===== src/rtl/jk_pkg.sv =====
// Shared JK flip-flop definitions: the {j,k} command encoding and the
// excitation function that picks a command from the present and next value.
package jk_pkg;

  // Encoded as {j,k}, so a command drives a JK cell's inputs directly.
  typedef enum logic [1:0] {
    JK_HOLD   = 2'b00,
    JK_CLEAR  = 2'b01,
    JK_SET    = 2'b10,
    JK_TOGGLE = 2'b11
  } jk_cmd_t;

  // Excitation for one bit. Uses SET/CLEAR rather than TOGGLE where the bit
  // flips, so that each cell's command depends only on the bit's target value.
  function automatic jk_cmd_t jk_excite(input logic q, input logic n);
    if (q == n) begin
      return JK_HOLD;
    end else if (n) begin
      return JK_SET;
    end else begin
      return JK_CLEAR;
    end
  endfunction

endpackage


===== src/rtl/jk_cell.sv =====
// Single-bit JK flip-flop with synchronous active-low reset.
module jk_cell
  import jk_pkg::*;
(
  input  logic clk,
  input  logic reset,
  input  logic j,
  input  logic k,
  output logic q,
  output logic q_bar
);

  // JK update: hold, clear, set or toggle according to {j,k}.
  always_ff @(posedge clk) begin
    if (!reset) begin
      q <= 1'b0;
    end else begin
      case ({j, k})
        JK_HOLD:   q <= q;
        JK_CLEAR:  q <= 1'b0;
        JK_SET:    q <= 1'b1;
        JK_TOGGLE: q <= ~q;
        default:   q <= q;
      endcase
    end
  end

  assign q_bar = ~q;

endmodule


===== src/rtl/jk_mod_counter.sv =====
// Modulo-MODULUS up/down counter built from WIDTH JK cells. Each cycle the
// next count is computed, then translated into per-bit J/K commands.
// Optional build macro: JK_MOD_COUNTER_SATURATE_EN -- the counter sticks at
// its terminal value instead of wrapping, and wrapped is tied to 0.
module jk_mod_counter
  import jk_pkg::*;
#(
  parameter int WIDTH   = 4,
  parameter int MODULUS = 10
) (
  input  logic             clk,
  input  logic             reset,
  input  logic             en,
  input  logic             up,
  input  logic             load,
  input  logic [WIDTH-1:0] load_val,
  output logic [WIDTH-1:0] count,
  output logic             tc,
  output logic             wrapped
);

  localparam logic [WIDTH-1:0] MAX_VAL = WIDTH'(MODULUS - 1);

  logic [WIDTH-1:0] q_bar;
  logic [WIDTH-1:0] nxt;
  logic [WIDTH-1:0] j_vec;
  logic [WIDTH-1:0] k_vec;
  logic             at_zero;
  logic             at_max;

  // Zero detect straight off the inverted cell outputs.
  assign at_zero = &q_bar;
  assign at_max  = (count == MAX_VAL);

  // Terminal count: the step about to be taken would leave the range.
  assign tc = en & (up ? at_max : at_zero);

  // Next count: load (clamped) beats stepping; terminal steps wrap or hold.
  always_comb begin
    nxt = count;
    if (load) begin
      nxt = (load_val > MAX_VAL) ? MAX_VAL : load_val;
    end else if (tc) begin
`ifdef JK_MOD_COUNTER_SATURATE_EN
      nxt = count;
`else
      nxt = up ? '0 : MAX_VAL;
`endif
    end else if (en) begin
      nxt = up ? (count + 1'b1) : (count - 1'b1);
    end
  end

  // Per-bit excitation from present and next value.
  always_comb begin
    j_vec = '0;
    k_vec = '0;
    for (int i = 0; i < WIDTH; i++) begin
      {j_vec[i], k_vec[i]} = jk_excite(count[i], nxt[i]);
    end
  end

  for (genvar i = 0; i < WIDTH; i++) begin : g_cell
    jk_cell u_cell (
      .clk   (clk),
      .reset (reset),
      .j     (j_vec[i]),
      .k     (k_vec[i]),
      .q     (count[i]),
      .q_bar (q_bar[i])
    );
  end

`ifdef JK_MOD_COUNTER_SATURATE_EN
  assign wrapped = 1'b0;
`else
  // One-cycle pulse after a wrapping edge; a load on the same edge suppresses it.
  always_ff @(posedge clk) begin
    if (!reset) begin
      wrapped <= 1'b0;
    end else begin
      wrapped <= tc & ~load;
    end
  end
`endif

endmodule


===== config.mk =====
export PLATFORM = sky130hd
export DESIGN_NAME = jk_mod_counter
export DESIGN_NICKNAME = d
export VERILOG_FILES = /design/src/rtl/jk_pkg.sv /design/src/rtl/jk_cell.sv /design/src/rtl/jk_mod_counter.sv
export SDC_FILE = /design/constraint.sdc
export NUM_CORES = 1
export LEC_CHECK = 0
export CAP_MARGIN = 10
export CORE_MARGIN = 1.5
export CORE_UTILIZATION = 30
export DETAILED_ROUTE_END_ITERATION = 10
export HOLD_SLACK_MARGIN = 0.06
export PLACE_DENSITY = 0.65
export SLEW_MARGIN = 0
export SYNTH_ARGS = -nofsm -noshare
export SYNTH_HDL_FRONTEND = slang
export SYNTH_HIERARCHICAL = 1
export SYNTH_SLANG_ARGS = --single-unit

===== constraint.sdc =====
create_clock -name clk -period 4.5 [get_ports clk]
set_input_delay 0.45 -clock clk [delete_from_list [all_inputs] [get_ports clk]]
set_output_delay 0.45 -clock clk [all_outputs]
set_load 0.05 [all_outputs]

==> flow_metrics.env <==
export IMPL_htree_levels=1
export IMPL_seq_area_frac_synth_pct=20.6
export IMPL_finalSetupViolations=0
export IMPL_start_util_pct=32.3
export IMPL_hpwlAfterDp_um=931
export IMPL_critPathSlowestCell="clkdlybuf4s50_1"
export IMPL_outcome="finished, final reports clean"
export IMPL_multi_input_area_um2=352
export IMPL_yosys_cell_types_count=31
export IMPL_antenna_found_initial=0
export IMPL_postCtsSetupBuffers=0
export IMPL_routed_wl_um=1230
export IMPL_postCtsHoldBufs=0
export IMPL_clk_path_buf_depth=2
export IMPL_tightest_slew_ps=495
export IMPL_die_x_um=43.3
export IMPL_drv_slew=0
export IMPL_yosys_area_top_type="dfxtp_1"
export IMPL_holdCritPathClass="flip-flop to flip-flop"
export IMPL_first_global_vias=507
export IMPL_powerDensity_nw_per_um2=298
export IMPL_cp_data_arrival_time_ps=2460
export IMPL_drc_errors=0
export IMPL_first_pass_iters=4
export IMPL_min_period_ps=2910
export IMPL_synthTopCellsByArea="dfxtp_1 (21%), nand2_1 (8.5%), o211a_1 (8.2%)"
export IMPL_n_antenna_cell=0
export IMPL_mostFrequentLayoutCells="clkdlybuf4s50_1 (14), nand2_1 (11), inv_1 (7), a21oi_1 (5), dfxtp_1 (5)"
export IMPL_gp_congestion=0.818
export IMPL_crit_required_ps=4050
export IMPL_synth_top_area_share_pct=20.6
export IMPL_wl_per_cell_um=12.6
export IMPL_nets=95
export IMPL_finalHoldViolCount=0
export IMPL_place_inst=94
export IMPL_grt_setup_unrepaired="no"
export IMPL_grt_pass1_wl_um=2240
export IMPL_regArea_um2=100
export IMPL_synthCells=66
export IMPL_peakVddDrop_v=0.000182
export IMPL_ant_nets=0
export IMPL_syn_num_nets=78
export IMPL_fin_area_um2=664
export IMPL_syn_avg_cell_area_um2=7.37
export IMPL_cts_made_buffers=3
export IMPL_track_usage_pct=16.8
export IMPL_finalCritPeriodShare_pct=64.6
export IMPL_worst_setup_path_end_kind="output port"
export IMPL_ios=15
export IMPL_crit_chain="clkdlybuf4s50_1 > nand4b_1 > nor3_1 > or2_4 > clkdlybuf4s50_1"
export IMPL_die_area_um2=1870
export IMPL_area_delta_synth_final_pct=36.5
export IMPL_gr_total_overflow=0
export IMPL_portBuffers=14
export IMPL_total_power_uw=198
export IMPL_clock_sinks=5
export IMPL_grt_start_max_net_pins=12
export IMPL_core_area_um2=1510
export IMPL_final_common_cell="clkdlybuf4s50_1"
export IMPL_cts_resized=0
export IMPL_rows=14
export IMPL_final_layout_size_suffix_gt1_share_pct=7.32
export IMPL_fillCellCount=164
export IMPL_syn_cell_area_um2=487
export IMPL_synth_warnings=6
export IMPL_p_leak_uw=0.000287
export IMPL_clock_skew_ps=2.84
export IMPL_cts_root_buffer="clkbuf_4"
export IMPL_vias=534
export IMPL_clkLatencyLatePin_ps=250
export IMPL_ys_seq_elements=5
export IMPL_fin_setup_tns_ps=0
export IMPL_die_h_um=43.3
export IMPL_cts_tree="yes"
export IMPL_cpPeakStageDelay_ps=790
export IMPL_cp_start_kind="input pin"
export IMPL_path_class="input pin to output port"
export IMPL_max_freq_ghz=0.344
export IMPL_relSlewSlack_pct=66.9
export IMPL_maxCapViolCount=0
export IMPL_path_clk_slew_ps=40
export IMPL_via_per_inst=5.45
export IMPL_placed_cell_area_um2=638
export IMPL_path_common_cell="clkdlybuf4s50_1"
export IMPL_drtIter0Drc=8
export IMPL_critPathMaxFanout=10
export IMPL_fin_cells=98
==> flip-flops by register name, summed over array words and instances, names as in the netlist <==
register,flops
g_cell.u_cell/q,4
wrapped,1
==> power breakdown <==
group	switching [uW]	internal, uW
clock network	20.6	33.7
registers	10.6	49.5
logic	47.4	36.4
total	78.7	119
==> through the flow <==
step           worst slack [ps]  hold WS, ps  util (%)
6_report                   1590          588      44.1
5_1_grt                    1460          650      44.1
3_5_place_dp               1600          575      42.4
2_1_floorplan              2280          598         -
3_3_place_gp               1610          571      42.4
4_1_cts                    1590          589      44.1
==> final timing paths <==
kind | startpoint | endpoint | slack (ps) | depth (start not counted)
max | en | tc | 1590 | 5
max reg2reg | g_cell[0].u_cell/q | g_cell[2].u_cell/q | 2400 | 6
min | g_cell[3].u_cell/q | g_cell[3].u_cell/q | 590 | 2
min reg2reg | g_cell[3].u_cell/q | g_cell[3].u_cell/q | 590 | 2
==> kinds of logic after synthesis <==
family / synth area share, %
adders and majority gates: 9.25
AOI/OAI and AO/OA: 25.7
buffers and inverters: 7.20
xor gates and xnor gates: 1.80
DFF: 20.6
and+or+nand+nor: 35.5
==> metal layers <==
layer  vias up  GRT usage [%]  routed length [um]
met5         -              0                   0
met4         0           9.09                  35
met3         4           8.09                  72
met2        13           23.0                 529
met1       249           21.4                 592
li1        268              -                   -
==> synthesized netlist by cell type (all sizes together) <==
master and instances:
o211a 4, or4b 1, fa 1, nand4b 2, buf 1, o21ai 3
nand3 1, nor3 2, and3b 2, a311oi 1, and4b 1, and2b 1
dfxtp 5, nor2b 1, xor2 1, nor2 3, o32ai 1, o22ai 1
ha 2, o211ai 1, o21a 1, a31oi 1, a21oi 5, nand2b 1
and2 1, nand2 11, clkbuf 1, or3 1, inv 7, and3 1
or2 1
==> cell type report <==
type                            instances  area share, %
Multi-Input combinational cell         52           52.9
Timing Repair Buffer                   14           21.1
Sequential cell                         5           15.1
Clock buffer                            4           3.95
Inverter                                7           3.95
Tap cell                               16           3.01
==> critical path: cells and delay by family <==
family,cells,cell delay [ps]
AND/OR/NAND/NOR,3,570
buffers and inverters,2,1420
Note: power is estimated with default switching activity, not from simulation.
